<file path="src/rtl/sqrt_arb_pkg.sv">
// Shared encodings and widths for the squareRoot arbiter slice.
// The optional watchdog is enabled with SQRT_ARB_TIMEOUT_EN.
package sqrt_arb_pkg;

  localparam logic [2:0] ST_IDLE    = 3'b001;
  localparam logic [2:0] ST_BUSY    = 3'b010;
  localparam logic [2:0] ST_RELEASE = 3'b100;

  typedef enum logic [2:0] {
    IDLE    = ST_IDLE,
    BUSY    = ST_BUSY,
    RELEASE = ST_RELEASE
  } arb_state_e;

  localparam int OPW              = 8;
  localparam int RESW             = 4;
  localparam int SQRT_TIMEOUT_CYC = 24;
  localparam int WDOG_W           = 5;

endpackage

</file>
<file path="src/rtl/sqrt_arbiter_pick.sv">
// Combinational round-robin picker: the search starts just after the last
// granted index and wraps, so the most recently served requester ranks last.
module sqrt_rr_pick
  import sqrt_arb_pkg::*;
#(
  parameter int NREQ = 4,
  parameter int IDW  = $clog2(NREQ)
) (
  input  logic [NREQ-1:0] req_i,
  input  logic [IDW-1:0]  lastGrant_i,
  output logic            any_o,
  output logic [IDW-1:0]  winner_o
);

  logic [IDW-1:0] cand;

  // Walk from the farthest offset down to the nearest so the nearest hit wins.
  always_comb begin
    any_o    = 1'b0;
    winner_o = '0;
    cand     = '0;
    for (int k = NREQ; k >= 1; k--) begin
      cand = IDW'((int'(lastGrant_i) + k) % NREQ);
      if (req_i[cand]) begin
        any_o    = 1'b1;
        winner_o = cand;
      end
    end
  end

endmodule

</file>
<file path="src/rtl/sqrt_arbiter.sv">
// Shares one squareRoot unit between NREQ requesters with round-robin grant,
// st/done sequencing and a one-cycle ack. Optional watchdog: SQRT_ARB_TIMEOUT_EN.
module sqrt_arbiter
  import sqrt_arb_pkg::*;
#(
  parameter int NREQ = 4,
  parameter int IDW  = $clog2(NREQ)
) (
  input  logic              clk,
  input  logic              rstn,
  input  logic [NREQ-1:0]   req,
  input  logic [8*NREQ-1:0] n_flat,
  output logic [NREQ-1:0]   ack,
  output logic [3:0]        res,
  output logic              err,
  output logic              busy,
  output logic [IDW-1:0]    owner,
  output logic              sq_st,
  output logic [7:0]        sq_n,
  input  logic              sq_done,
  input  logic [3:0]        sq_sqrt
);

  arb_state_e      state_q, state_d;
  logic [IDW-1:0]  owner_q, owner_d;
  logic [IDW-1:0]  lastGrant_q, lastGrant_d;
  logic [OPW-1:0]  sqN_q, sqN_d;
  logic [NREQ-1:0] ack_q, ack_d;
  logic [RESW-1:0] res_q, res_d;
  logic            anyReq;
  logic [IDW-1:0]  winnerIdx;
  logic [OPW-1:0]  opSel;
`ifdef SQRT_ARB_TIMEOUT_EN
  logic              err_q, err_d;
  logic [WDOG_W-1:0] wdog_q, wdog_d;
`endif

  sqrt_rr_pick #(.NREQ(NREQ), .IDW(IDW)) uPick (
    .req_i       (req),
    .lastGrant_i (lastGrant_q),
    .any_o       (anyReq),
    .winner_o    (winnerIdx)
  );

  always_comb begin
    opSel = '0;
    for (int i = 0; i < NREQ; i++) begin
      if (winnerIdx == IDW'(i)) opSel = n_flat[OPW*i +: OPW];
    end
  end

  // Operands are captured only at grant; later n_flat/req changes are ignored.
  always_comb begin
    state_d     = state_q;
    owner_d     = owner_q;
    lastGrant_d = lastGrant_q;
    sqN_d       = sqN_q;
    ack_d       = '0;
    res_d       = res_q;
`ifdef SQRT_ARB_TIMEOUT_EN
    err_d       = 1'b0;
    wdog_d      = wdog_q;
`endif
    case (state_q)
      IDLE: begin
        if (anyReq) begin
          owner_d = winnerIdx;
          sqN_d   = opSel;
          state_d = BUSY;
`ifdef SQRT_ARB_TIMEOUT_EN
          wdog_d  = '0;
`endif
        end
      end
      BUSY: begin
`ifdef SQRT_ARB_TIMEOUT_EN
        wdog_d = wdog_q + 1'b1;
`endif
        if (sq_done) begin
          res_d          = sq_sqrt;
          ack_d[owner_q] = 1'b1;
          lastGrant_d    = owner_q;
          state_d        = RELEASE;
        end
`ifdef SQRT_ARB_TIMEOUT_EN
        // An aborted owner also drops to lowest priority so a dead unit cannot starve others.
        else if (wdog_q == WDOG_W'(SQRT_TIMEOUT_CYC - 1)) begin
          res_d          = '0;
          err_d          = 1'b1;
          ack_d[owner_q] = 1'b1;
          lastGrant_d    = owner_q;
          state_d        = RELEASE;
        end
`endif
      end
      RELEASE: state_d = IDLE;
      default: state_d = IDLE;
    endcase
  end

  always_ff @(posedge clk or negedge rstn) begin
    if (!rstn) begin
      state_q     <= IDLE;
      owner_q     <= '0;
      lastGrant_q <= IDW'(NREQ - 1);
      sqN_q       <= '0;
      ack_q       <= '0;
      res_q       <= '0;
`ifdef SQRT_ARB_TIMEOUT_EN
      err_q       <= 1'b0;
      wdog_q      <= '0;
`endif
    end else begin
      state_q     <= state_d;
      owner_q     <= owner_d;
      lastGrant_q <= lastGrant_d;
      sqN_q       <= sqN_d;
      ack_q       <= ack_d;
      res_q       <= res_d;
`ifdef SQRT_ARB_TIMEOUT_EN
      err_q       <= err_d;
      wdog_q      <= wdog_d;
`endif
    end
  end

  // st comes straight from one state flop, so it cannot glitch.
  assign sq_st = (state_q == BUSY);
  assign busy  = (state_q == BUSY) || (state_q == RELEASE);
  assign sq_n  = sqN_q;
  assign ack   = ack_q;
  assign res   = res_q;
  assign owner = owner_q;
`ifdef SQRT_ARB_TIMEOUT_EN
  assign err   = err_q;
`else
  assign err   = 1'b0;
`endif

endmodule
</file>
<file path="config.mk">
export PLATFORM = sky130hd
export DESIGN_NAME = sqrt_arbiter
export DESIGN_NICKNAME = d
export VERILOG_FILES = /design/src/rtl/sqrt_arb_pkg.sv /design/src/rtl/sqrt_arbiter_pick.sv /design/src/rtl/sqrt_arbiter.sv
export SDC_FILE = /design/constraint.sdc
export NUM_CORES = 1
export LEC_CHECK = 0
export BUFFER_PORTS_ARGS = -buffer_cell sky130_fd_sc_hd__buf_2
export CORE_MARGIN = 3
export CORE_UTILIZATION = 40
export CTS_BUF_LIST = sky130_fd_sc_hd__clkbuf_8 sky130_fd_sc_hd__clkbuf_16
export DETAILED_ROUTE_END_ITERATION = 8
export GPL_TIMING_DRIVEN = 0
export PLACE_DENSITY = 0.81
export SETUP_SLACK_MARGIN = 0.3
export SLEW_MARGIN = 10
export SYNTH_ARGS = -nofsm -noshare
export SYNTH_HDL_FRONTEND = slang
export SYNTH_HIERARCHICAL = 1
export SYNTH_SLANG_ARGS = --single-unit
</file>
<file path="constraint.sdc">
create_clock -name clk -period 1.7 [get_ports clk]
set_input_delay 0.255 -clock clk [delete_from_list [all_inputs] [get_ports clk]]
set_output_delay 0.255 -clock clk [all_outputs]
set_load 0.01 [all_outputs]
</file>
* Yosys cells after proc, flatten, opt, wreduce, memory -nomap -nowiden
Index checks and enable logic that the tools add are counted.
** Word-level totals
- Output and inout bits :: 21
- Bits in registers :: 23
- Input bits :: 43
** Operators by class
- Reductions and logical operators :: 6
- $lt $le $gt $ge :: 6
- Multiplexer cells :: 27
- Add/subtract/negate cells :: 4
- Eq/ne operators :: 8
** Operators with widths (count)
- 8-bit two-way mux :: 4
- 2-bit by 3-bit < comparator with 1-bit output, second input constant :: 5
- 1-bit two-way mux :: 9
- 1-bit binary-select mux with 2-bit select :: 4
- 2-bit two-way mux :: 4
- 4-bit two-way mux :: 2
- 3-bit two-way mux :: 2
- 3-bit case mux with 2 select lines :: 1
- 2-bit AND reduction :: 3
- 2-bit by 1-bit adder with 2-bit output, second input constant :: 2
- 2-bit adder, second input constant :: 2
- 2-bit == test, second input constant :: 2
- 3-bit by 1-bit == test with 1-bit output, second input constant :: 1
- 3-bit by 2-bit == test with 1-bit output, second input constant :: 1
- 3-bit == test, second input constant :: 1
- 1-bit demux with 2-bit select :: 1
- 2-bit by 1-bit == test with 1-bit output, second input constant :: 1
- 2-bit by 1-bit >= comparator with 1-bit output, second input constant :: 1
- 2-bit zero test :: 1
- 2-bit by 1-bit != test with 1-bit output, second input constant :: 1
- 2-bit != test, second input constant :: 1
- 1-bit logical AND :: 1
- 1-bit logical OR :: 1

* Logic depth before layout (Yosys ltp)
Gate-level depths: netlist (run 1).
- Depth in word-level cells :: 12
- Gate-level depth with buffers :: 6
- Depth with buffers taken out :: 5

* Hierarchy
Netlist (run 1), hierarchy kept.
** Modules (own cells, without submodules)
- sqrt_arbiter :: area an instance 1096.1 µm², instances 1, cells each 65
- sqrt_rr_pick :: area an instance 91.3 µm², instances 1, cells each 14

* Worst setup path after synthesis (run 1)
No wires, ideal clock.
- Path type :: register to register
- Start point :: reg lastGrant_q[1]
- End point :: reg sqN_q[0], in the netlist sq_n[0]
- Clock period less this slack :: 1.932 ns
- Cell stages (with the launch flop) :: 7
- Arrival :: 1.807 ns
- Slack :: -0.232 ns
- Cell sequence :: dfstp_2 nand2b_1 a21oi_2 o221ai_2 buf_6 mux4_2 mux2_4
** On the way
- Longest elaborated chain between the ends :: 12
** RTL lines
- from (decl) :: line sqrt_arbiter.sv:26 : logic [IDW-1:0] lastGrant_q, lastGrant_d;
- from (signal assigned) :: line sqrt_arbiter.sv:105 : lastGrant_q <= IDW'(NREQ - 1);
- from (signal assigned) :: line sqrt_arbiter.sv:116 : lastGrant_q <= lastGrant_d;
- 2-bit by 1-bit adder with 2-bit output :: line sqrt_arbiter_pick.sv:23 : cand = IDW'((int'(lastGrant_i) + k) % NREQ);
- 1-bit binary-select mux with 2-bit select :: line sqrt_arbiter_pick.sv:24 : if (req_i[cand]) begin
- 1-bit two-way mux (implied by the code) :: line sqrt_arbiter_pick.sv:24
- 2-bit two-way mux (3 in series) :: line sqrt_arbiter_pick.sv:24
- 2-bit two-way mux (*) :: line sqrt_arbiter_pick.sv:24
- net winnerIdx[0] :: line sqrt_arbiter.sv:31 : logic [IDW-1:0] winnerIdx;
- 2-bit zero test :: line sqrt_arbiter.sv:48 : if (winnerIdx == IDW'(i)) opSel = n_flat[OPW*i +: OPW];
- 8-bit two-way mux (3 in series) :: line sqrt_arbiter.sv:48
- 8-bit two-way mux (*) :: line sqrt_arbiter.sv:48
- to (signal assigned) :: line sqrt_arbiter.sv:117 : sqN_q <= sqN_d;
- to (decl) :: line sqrt_arbiter.sv:27 : logic [OPW-1:0] sqN_q, sqN_d;
The timed path passes the listed nets; every way through them passes the cells marked *. The select of a mux whose other input is x is not followed.
A chain may end at the register's enable or synchronous reset.

* Worst setup path after layout (run 1)
- Start point :: reg lastGrant_q[1]
- End point :: reg sqN_q[6], in the netlist sq_n[6]
Same word-level chain as after synthesis.

==> results of run 1 <==
-- stage by stage --
step	hold slack, ns	area, um2	utilization (%)
final	0.211	1690	60.9
after global routing	0.212	1690	60.9
after CTS	0.211	1680	60.5
after detailed placement	0.253	1540	55.4
after global placement	0.236	1540	55.4
after floorplan	-0.0406	1190	-
-- synthesized netlist by cell type --
cell / count / area, um2
sky130_fd_sc_hd__buf_4: 1 / 7.51
sky130_fd_sc_hd__nand2b_1: 3 / 18.8
sky130_fd_sc_hd__a21oi_2: 1 / 8.76
sky130_fd_sc_hd__and3_1: 1 / 6.26
sky130_fd_sc_hd__nand2_1: 1 / 3.75
sky130_fd_sc_hd__nor3b_1: 3 / 22.5
sky130_fd_sc_hd__dfstp_2: 3 / 78.8
sky130_fd_sc_hd__and2b_1: 1 / 7.51
sky130_fd_sc_hd__mux2_1: 3 / 33.8
sky130_fd_sc_hd__nand4bb_1: 1 / 11.3
sky130_fd_sc_hd__xnor2_1: 1 / 8.76
sky130_fd_sc_hd__inv_1: 2 / 7.51
sky130_fd_sc_hd__mux2_4: 8 / 120
sky130_fd_sc_hd__nor2_1: 4 / 15.0
sky130_fd_sc_hd__buf_6: 2 / 22.5
sky130_fd_sc_hd__o221ai_2: 1 / 15.0
sky130_fd_sc_hd__nor3_1: 1 / 5.00
sky130_fd_sc_hd__a31oi_1: 1 / 6.26
sky130_fd_sc_hd__mux2i_1: 1 / 10.0
sky130_fd_sc_hd__dfrtp_1: 20 / 500
sky130_fd_sc_hd__mux4_2: 8 / 180
sky130_fd_sc_hd__mux2_2: 5 / 56.3
sky130_fd_sc_hd__and4bb_2: 1 / 12.5
sky130_fd_sc_hd__a21o_1: 1 / 7.51
sky130_fd_sc_hd__conb_1: 1 / 3.75
sky130_fd_sc_hd__clkbuf_1: 1 / 3.75
sky130_fd_sc_hd__inv_2: 1 / 3.75
sky130_fd_sc_hd__a21oi_1: 2 / 10.0
-- flip-flops by register name, summed over array words and instances, names as in the netlist --
signal       flops
sq_n             8
ack              4
res              4
state_q          3
lastGrant_q      2
owner            2
-- path summary, 6_finish.rpt --
path                       slack (ns)  cells after the start          to           start
setup / recovery                -0.35                      6     sq_n[6]  lastGrant_q[1]
hold / removal                   0.21                      2      res[0]      sq_sqrt[0]
setup reg to reg                -0.35                      6     sq_n[6]  lastGrant_q[1]
hold reg to reg                  0.49                      1      res[0]          res[0]
max in group asynchronous        0.84                      2  state_q[1]            rstn
min in group asynchronous        0.49                      2      res[1]            rstn
-- layout make-up --
type                       count  area [um2]
buffer                         4        43.8
clock buffer                   3        41.3
clock inverter                 1        3.75
fill                         233        1090
inverter                       3        11.3
multi-input combinational     49         609
sequential                    23         582
tap                           31        38.8
timing repair buffer          68         364
-- where the power goes --
group          internal, mW  total [mW]  switching, mW
registers             0.818        1.01          0.193
logic                 0.914        1.52          0.603
clock network         0.161       0.319          0.159
total                  1.89        2.85          0.955
-- metal layers --
metal	wire length, um	vias to the layer above
met5	0	-
met4	42	0
met3	200	4
met2	1560	39
met1	1060	458
li1	-	432
-- worst register-to-register path: stages (launching register included) --
cell	delay, ns
sky130_fd_sc_hd__dfstp_2	0.55
sky130_fd_sc_hd__nand2b_4	0.12
sky130_fd_sc_hd__a21oi_2	0.05
sky130_fd_sc_hd__o221ai_2	0.24
sky130_fd_sc_hd__buf_6	0.19
sky130_fd_sc_hd__mux4_2	0.51
sky130_fd_sc_hd__mux2_4	0.28
-- placed cells by master (no fill, tap or decap), drive strengths merged --
cell type    count
buf             69
dfrtp           20
mux2            16
mux4             8
clkbuf           5
nor2             4
inv              4
dfstp            3
nor3b            3
a21oi            3
nand2b           3
nand4bb          1
nor3             1
xnor2            1
and3             1
and4bb           1
a21o             1
conb             1
dlygate4sd3      1
and2b            1
mux2i            1
o221ai           1
a31oi            1
nand2            1
-- timing repair --
item | CTS | global route
gates cloned | 2 | 0
pin swaps | 2 | 3
hold buffers | 1 | 0
endpoints found under the hold margin | 20 | 0
endpoints found under the setup margin | 15 | 12
buffers inserted | 3 | 0
resized for setup | 9 | 4
-- logic make-up after synthesis --
group	Yosys count	synth area share (%)
buffers and inverters	7	3.79
muxes	25	33.7
and+or+nand+nor	16	8.64
other	1	0.316
AOI/OAI and AO/OA	6	4.00
DFF	23	48.8
xor gates and xnor gates	1	0.738
==> flow_summary.rst, run 1 <==
.. list-table::
   :header-rows: 1

   * - Metric
     - Value
   * - Result of the run
     - complete, but fails checks
   * - Violated checks
     - negative setup slack
   * - Initial Util
     - 42.7%
   * - Clock transition at the register clock pins on the worst setup and hold paths after CTS
     - around 0.08 ns
   * - Pwr dens
     - between 1500 and 2000 mW/mm2
   * - Global routing's busiest layer
     - met2
   * - Worst min path class
     - input port to flip-flop
   * - Count of pins over their slew limit
     - 0
   * - Crit path launch type
     - flip-flop
   * - Clock tree from TritonCTS
     - built
   * - Crit path required time
     - 1.84 ns
   * - Post-route insts no fill
     - about 180
   * - Antenna violations before repair
     - 0
   * - F_max
     - 488 MHz
   * - Largest net degree at the start of global routing
     - 24
   * - TritonRoute pass-1 iters
     - 4
   * - Number of buffers inserted by port buffering
     - 62
   * - Final Worst Setup Slack
     - -0.348 ns
   * - DRC marker count from the first detailed-route iteration
     - 13
   * - Standard-cell rows
     - 19
   * - Transition at the pin with the smallest max-transition slack
     - 0.504 ns
   * - Die height
     - 60.5 um
   * - Syn Area/Cell
     - 15.0 um2
   * - Worst path arrival time
     - ~2.2 ns
   * - Root buffer cell
     - sky130_fd_sc_hd__clkbuf_8
   * - Critical-path cell with the highest stage delay
     - sky130_fd_sc_hd__dfstp_2
   * - Area overhead of the layout relative to synthesis
     - 42.7%
   * - Clock H-tree levels
     - 1
   * - Shortest clock period the worst path allows after layout
     - 2.05 ns
   * - CP peak stage delay
     - between 0.5 and 0.6 ns
   * - Synthesis Warnings
     - 6
   * - Clock buffer count from CTS
     - 3
   * - Number of cells after detailed placement
     - approximately 170
   * - Leak pwr
     - 0.849 nW
   * - Met2 Resource Use GR
     - 30.9%
   * - Delay-heaviest family, CP
     - multiplexers
   * - Total congestion overflow
     - 0
   * - Detailed Place HPWL
     - 2110 um
   * - Crit Path Class
     - flip-flop to flip-flop
   * - Fraction of layout cells with a size suffix above 1
     - 72.8%
   * - Endpoint type of the worst setup path
     - flip-flop
   * - Setup tns final
     - -2.66 ns
   * - Clock Skews
     - roughly 0.0045 ns
   * - Met1 Use GR
     - 20.1%
   * - Via count of the first global-routing pass
     - 1029
   * - Die area
     - 0.00366 mm2
   * - Count of unresolved DRC violations after routing
     - 0
   * - Number of instances in the synthesized netlist
     - 79
   * - Detailed-route vias per instance
     - 5.13
   * - Global Route met3 Usage
     - 3.62%
   * - Average wire length per cell after detail routing
     - about 16 um
   * - CP Cell Sequence
     - nand2b_4 -> a21oi_2 -> o221ai_2 -> buf_6 -> mux4_2 -> mux2_4
   * - Global-route wire length before repair
     - 4580 um
   * - Final Wtd Congestion
     - 0.750
   * - Source-to-sink clock delay at the later pin of the worst-skew pair
     - roughly 0.26 ns
   * - Share of the cycle needed by the critical path after routing
     - 120%
   * - Sequential-to-total area share from yosys stat
     - between 40 and 50%
   * - Placeable Area
     - 0.00278 mm2
   * - Net count after synthesis
     - 122
   * - Number of nets with antenna violations after routing
     - 0
   * - Routed vias
     - approximately 930
   * - Post-synthesis register bit count
     - 23
   * - Worst relative slew slack
     - 66.4%
   * - Diode count
     - 0
   * - Number of buffer and inverter instances along the worst setup path
     - 1
   * - Number of distinct library cell variants in the gate-level netlist after synthesis
     - 28
   * - Global-route usage over all layers
     - 17.2%
   * - Final Setup Violations
     - 8
   * - Total Nets Final
     - 195
   * - Die width
     - 60.5 um
   * - Setup repair after global routing missed its margin
     - yes
   * - Worst-case clock buffer depth
     - 2
   * - Routed wire length
     - 2860 um
   * - Ports placed on the boundary
     - 64
   * - Count of maximum capacitance violations
     - 0
   * - Maximum VDD drop
     - between 1000 and 1500 uV
   * - Synthesized cell area
     - 0.00119 mm2
   * - Final Hold Violating Endpoints
     - 0
   * - Largest driver fanout on the critical path
     - 5
   * - Minimum setup slack after placement
     - -0.379 ns
   * - Overall Power
     - ~2.8 mW
   * - Clock sinks
     - 23
Power figures use the tool's default switching activity.
==> inputs of run 2 (changes only) <==
- PLACE_DENSITY: 0.81 -> 0.78
- SKIP_CTS_REPAIR_TIMING: unset -> 1
- SLEW_MARGIN: 10 -> 40
- clock period: 1.7 -> 2.6 ns (I/O delays scaled with it)
==> flow_summary.rst, run 2 (synthesized netlist as in run 1, its figures left out) <==
.. list-table::
   :header-rows: 1

   * - Metric
     - Value
   * - Result of the run
     - completed
   * - Total congestion overflow
     - 0
   * - Worst setup startpoint
     - lastGrant_q[1]
   * - Critical Path Stages
     - 6
   * - Delay-heaviest family, CP
     - multiplexers
   * - Average wire length per cell after detail routing
     - 14.7 um
   * - Final Setup Violations
     - 0
   * - Length of routed met2 wiring
     - 1360 um
   * - Clock group share of total power
     - 12.3%
   * - Global-route usage over all layers
     - 15.3%
   * - Standard-cell rows
     - 19
   * - Setup repair after global routing missed its margin
     - no
   * - Clock sinks
     - 23
   * - Clock buffer count from CTS
     - 3
   * - Total Nets Final
     - 189
   * - Die width
     - slightly above 60 um
   * - Count of cells along the worst register-to-register path
     - 6
   * - DRC marker count from the first detailed-route iteration
     - 48
   * - Critical R2R Capture
     - sq_n[1]
   * - Crit path required time
     - 2.75 ns
   * - Shortest clock period the worst path allows after layout
     - 2.06 ns
   * - Diode count
     - 0
   * - Clock transition at the register clock pins on the worst setup and hold paths after CTS
     - 0.07 ns
   * - Maximum VDD drop
     - 690 uV
   * - Fraction of layout cells with a size suffix above 1
     - 66.2%
   * - CP Cell Sequence
     - nand2b_1 -> a21oi_2 -> o221ai_2 -> buf_6 -> mux4_2 -> mux2_4
   * - Smallest hold slack
     - 0.0830 ns
   * - TritonRoute pass-1 iters
     - 2
   * - Worst min path class
     - input port to asynchronous set/reset pin
   * - Final Hold Violating Endpoints
     - 0
   * - Leak pwr
     - 0.802 nW
   * - Die height
     - between 60 and 70 um
   * - Startpoint of the most critical register-to-register path
     - lastGrant_q[1]
   * - Source-to-sink clock delay at the later pin of the worst-skew pair
     - between 0.2 and 0.3 ns
   * - Sw Pwr
     - 563 uW
   * - Antenna violations before repair
     - 0
   * - F_max
     - 485 MHz
   * - Top library cells by usage in the layout, fill and taps aside
     - sky130_fd_sc_hd__buf_2, sky130_fd_sc_hd__dfrtp_1, sky130_fd_sc_hd__mux4_2, sky130_fd_sc_hd__mux2_4, sky130_fd_sc_hd__mux2_2
   * - Die area
     - 0.00366 mm2
   * - Worst relative slew slack
     - 63.6%
   * - Share of the cycle needed by the critical path after routing
     - between 70% and 80%
   * - Final Wtd Congestion
     - between 0.6 and 0.7
   * - Root buffer cell
     - sky130_fd_sc_hd__clkbuf_8
   * - Global-route wire length before repair
     - 4080 um
   * - Clock Skews
     - 0.00127 ns
   * - Via count of the first global-routing pass
     - 946
   * - Pwr dens
     - 1080 mW/mm2
   * - DRT met1 WL
     - 947 um
   * - Number of buffers inserted by port buffering
     - 62
   * - Count of pins over their slew limit
     - 0
   * - Relative contribution of sequential cells to total power
     - approximately two fifths
   * - Top Metal Used
     - met4
   * - Endpoint type of the worst setup path
     - flip-flop
   * - Max FFs per register
     - 8
   * - Crit path launch type
     - flip-flop
   * - Count of maximum capacitance violations
     - 0
   * - Number of cells after detailed placement
     - 172
   * - Worst-case clock buffer depth
     - 2
   * - Worst path arrival time
     - 2.21 ns
   * - Number of buffer and inverter instances along the worst setup path
     - 1
   * - Detailed-route vias per instance
     - 5.26
   * - Switching share of power
     - 33.1%
   * - Largest net degree at the start of global routing
     - 24
   * - Area overhead of the layout relative to synthesis
     - 33.2%
   * - Final Worst Setup Slack
     - 0.537 ns
   * - Detailed Place HPWL
     - 2070 um
   * - Post-route insts no fill
     - roughly 180
   * - Transition at the pin with the smallest max-transition slack
     - 0.546 ns
   * - Clock tree from TritonCTS
     - built
   * - Ports placed on the boundary
     - 64
   * - Crit Path Class
     - flip-flop to flip-flop
   * - Number of nets with antenna violations after routing
     - 0
   * - Overall Power
     - 1.70 mW
   * - CP peak stage delay
     - about 0.59 ns
   * - Clock H-tree levels
     - 1
   * - Critical-path cell with the highest stage delay
     - sky130_fd_sc_hd__dfstp_2
   * - Detailed-routed wire length on met3
     - 221 um
   * - Routed vias
     - 926
   * - Placeable Area
     - 0.00278 mm2
   * - Routed wire length
     - 2590 um
   * - Internal power of the cells
     - 1.14 mW
   * - Worst reg-to-reg setup slack
     - approximately 0.54 ns
   * - Setup tns final
     - 0 ns
   * - Minimum setup slack after placement
     - 0.534 ns
   * - Initial Util
     - 42.7%
   * - Count of unresolved DRC violations after routing
     - 0
   * - Largest driver fanout on the critical path
     - 9
   * - Combinational power share
     - 49.5%
   * - Most common cell after layout, fill and taps aside
     - sky130_fd_sc_hd__buf_2
   * - Last element of the critical path
     - sq_n[1]
[run 2: changes by cell type in the layout (fill, tap and decap cells not counted), sizes merged]
cell / previous run / this run
buf: 69 / 65
clkbuf: 5 / 4
dlygate4sd3: 1 / 0
[run 2: per-stage QoR]
stage / utilization, % / cell area (um2)
after detailed placement: 55.2 / 1540
after global placement: 55.2 / 1540
after floorplan: - / 1190
after global routing: 56.9 / 1580
final: 56.9 / 1580
after CTS: 56.9 / 1580
[run 2: routing by layer]
layer / vias up / global-route usage [%]
li1: 422 / -
met1: 458 / 17.5
met2: 41 / 27.6
met3: 5 / 2.13
met4: 0 / 8.36
met5: - / 0
[run 2: worst min-delay path by stage]
stage | end | slack (ns)
3_3_place_gp | res[1] | 0.37
2_1_floorplan | ack[0] | 0.09
3_5_place_dp | res[1] | 0.38
6_report | res[1] | 0.08
5_1_grt | res[1] | 0.11
4_1_cts | sq_n[7] | 0.09
[run 2: power groups by stage]
stage / clock network [mW] / logic [mW] / registers (mW)
after floorplan: 0 / 0.554 / 0.693
after global placement: 0 / 0.832 / 0.643
after detailed placement: 0 / 0.855 / 0.655
after CTS: 0.220 / 0.857 / 0.652
after global routing: 0.235 / 0.912 / 0.674
final: 0.209 / 0.843 / 0.651
[run 2: worst register-to-register path, stage by stage (launching register included)]
cell and delay, ns:
sky130_fd_sc_hd__dfstp_2 0.59, sky130_fd_sc_hd__nand2b_1 0.14, sky130_fd_sc_hd__a21oi_2 0.06, sky130_fd_sc_hd__o221ai_2 0.17, sky130_fd_sc_hd__buf_6 0.20, sky130_fd_sc_hd__mux4_2 0.53
sky130_fd_sc_hd__mux2_4 0.27
[run 2: cell type report]
| type | instances | area [um2] |
|---|---|---|
| Buffer | 4 | 33.8 |
| Clock buffer | 3 | 41.3 |
| Clock inverter | 1 | 3.75 |
| Fill cell | 230 | 1200 |
| Inverter | 3 | 11.3 |
| Multi-Input combinational cell | 49 | 563 |
| Sequential cell | 23 | 579 |
| Tap cell | 31 | 38.8 |
| Timing Repair Buffer | 62 | 310 |
==> inputs of run 3 (changes only) <==
- PLACE_DENSITY: 0.78 -> 0.81
- clock period: 2.6 -> 1.7 ns (I/O delays scaled with it)
==> flow_summary.rst, run 3 (synthesized netlist as in run 1, its figures left out) <==
.. list-table::
   :header-rows: 1

   * - Metric
     - Value
   * - Worst min path class
     - input port to flip-flop
   * - Global-route wire length before repair
     - 4250 um
   * - Critical R2R Capture
     - sq_n[6]
   * - Largest driver fanout on the critical path
     - 5
   * - Area overhead of the layout relative to synthesis
     - 44.7%
   * - Pwr dens
     - 1690 mW/mm2
   * - Met1 Use GR
     - between 10% and 20%
   * - Crit path launch type
     - flip-flop
   * - Total congestion overflow
     - 0
   * - Ports placed on the boundary
     - 64
   * - Leak pwr
     - 0.859 nW
   * - Count of pins over their slew limit
     - 0
   * - Setup repair after global routing missed its margin
     - yes
   * - Result of the run
     - complete, but fails checks
   * - Source-to-sink clock delay at the later pin of the worst-skew pair
     - 0.26 ns
   * - Placeable Area
     - between 0.002 and 0.003 mm2
   * - Global-route usage over all layers
     - 15.8%
   * - Root buffer cell
     - sky130_fd_sc_hd__clkbuf_8
   * - Count of unresolved DRC violations after routing
     - 0
   * - Final Wtd Congestion
     - around 0.75
   * - Smallest hold slack
     - between 0.2 and 0.25 ns
   * - Clock buffer count from CTS
     - 3
   * - Clock transition at the register clock pins on the worst setup and hold paths after CTS
     - about 0.080 ns
   * - Final Worst Setup Slack
     - -0.398 ns
   * - Count of cells along the worst register-to-register path
     - 6
   * - Share of the cycle needed by the critical path after routing
     - 123%
   * - Detailed Place HPWL
     - about 2100 um
   * - Via count of the first global-routing pass
     - 1004
   * - Routed wire length
     - approximately 2900 um
   * - Final Setup Violations
     - 8
   * - Startpoint of the tightest hold check path
     - sq_sqrt[0]
   * - F_max
     - between 400 and 500 MHz
   * - Clock tree from TritonCTS
     - built
   * - Worst path arrival time
     - 2.24 ns
   * - Worst setup startpoint
     - lastGrant_q[1]
   * - Startpoint of the most critical register-to-register path
     - lastGrant_q[1]
   * - Die height
     - 60.5 um
   * - Worst-case clock buffer depth
     - 2
   * - Violated checks
     - negative setup slack
   * - Number of buffers inserted by port buffering
     - 62
   * - Clock H-tree levels
     - 1
   * - Detailed-route vias per instance
     - ~5.2
   * - Total Nets Final
     - 195
   * - Clock Skews
     - about 0.004 ns
   * - Final std cell area, no fill
     - roughly 0.0017 mm2
   * - Final Hold Violating Endpoints
     - 0
   * - DRC marker count from the first detailed-route iteration
     - 26
   * - Average wire length per cell after detail routing
     - 15.9 um
   * - Die area
     - 0.00366 mm2
   * - Global Route met3 Usage
     - a little over 4%
   * - Final Util
     - 61.8%
   * - Shortest clock period the worst path allows after layout
     - 2.10 ns
   * - Crit path required time
     - ~1.8 ns
   * - TritonRoute pass-1 iters
     - 4
   * - Die width
     - ~60 um
   * - Standard-cell rows
     - 19
   * - Antenna violations before repair
     - 0
   * - Worst-case hold path end point
     - res[0]
   * - Largest net degree at the start of global routing
     - 24
   * - Endpoint type of the worst setup path
     - flip-flop
   * - Met2 Resource Use GR
     - 27.8%
   * - Placed instance area
     - 0.00154 mm2
   * - Routed vias
     - around 940
   * - Fraction of layout cells with a size suffix above 1
     - 72.8%
   * - Initial Util
     - 42.7%
   * - Crit Path Class
     - flip-flop to flip-flop
   * - Top library cells by usage in the layout, fill and taps aside
     - sky130_fd_sc_hd__buf_2, sky130_fd_sc_hd__dfrtp_1, sky130_fd_sc_hd__mux2_4, sky130_fd_sc_hd__mux4_2, sky130_fd_sc_hd__mux2_2
   * - Diode count
     - 0
   * - Global routing's busiest layer
     - met2
   * - Setup tns final
     - -2.95 ns
   * - Maximum VDD drop
     - roughly 1100 uV
   * - Most common cell after layout, fill and taps aside
     - sky130_fd_sc_hd__buf_2
   * - Worst reg-to-reg setup slack
     - -0.40 ns
   * - Count of maximum capacitance violations
     - 0
   * - Number of nets with antenna violations after routing
     - 0
   * - Clock sinks
     - 23
   * - Number of instances on the worst hold path
     - 2
   * - Max FFs per register
     - 8
run 3: worst max path at each step:
| stage | to | slack [ns] | cells after the start |
|---|---|---|---|
| final | sq_n[6] | -0.40 | 6 |
| after global routing | sq_n[6] | -0.47 | 6 |
| after CTS | sq_n[6] | -0.40 | 6 |
| after detailed placement | sq_n[6] | -0.38 | 6 |
| after global placement | sq_n[2] | -0.30 | 6 |
| after floorplan | sq_n[0] | -0.23 | 6 |
run 3: per-stage QoR:
step,setup slack [ns],power [mW],std cells
2_1_floorplan,-0.232,1.91,79
3_3_place_gp,-0.304,2.26,172
3_5_place_dp,-0.379,2.34,172
4_1_cts,-0.399,2.67,176
5_1_grt,-0.470,3.10,182
6_report,-0.398,2.91,182
run 3: routing by layer:
layer,vias to the layer above,part of all wire (%),wire (um)
met5,-,0,0
met2,43,53,1540
met4,0,2.3,67
met3,6,7.4,213
li1,434,-,-
met1,458,37,1070
run 3: final cells by class:
type                    count  area, um2
clock buffers               3       41.3
fillers                   232       1060
flip-flops and latches     23        581
inverters                   3       11.3
plain buffers               4       37.5
clock inverters             1       3.75
well taps                  31       38.8
multi-input cells          49        627
repair buffers             68        378
run 3: critical path: stages, from the launching register on:
cell	delay [ns]
sky130_fd_sc_hd__dfstp_2	0.58
sky130_fd_sc_hd__nand2b_4	0.14
sky130_fd_sc_hd__a21oi_2	0.06
sky130_fd_sc_hd__o221ai_4	0.24
sky130_fd_sc_hd__buf_6	0.19
sky130_fd_sc_hd__mux4_2	0.51
sky130_fd_sc_hd__mux2_4	0.28
run 3: power breakdown:
group,switching (mW),internal (mW)
Clock,0.160,0.161
Sequential,0.197,0.817
Combinational,0.614,0.959
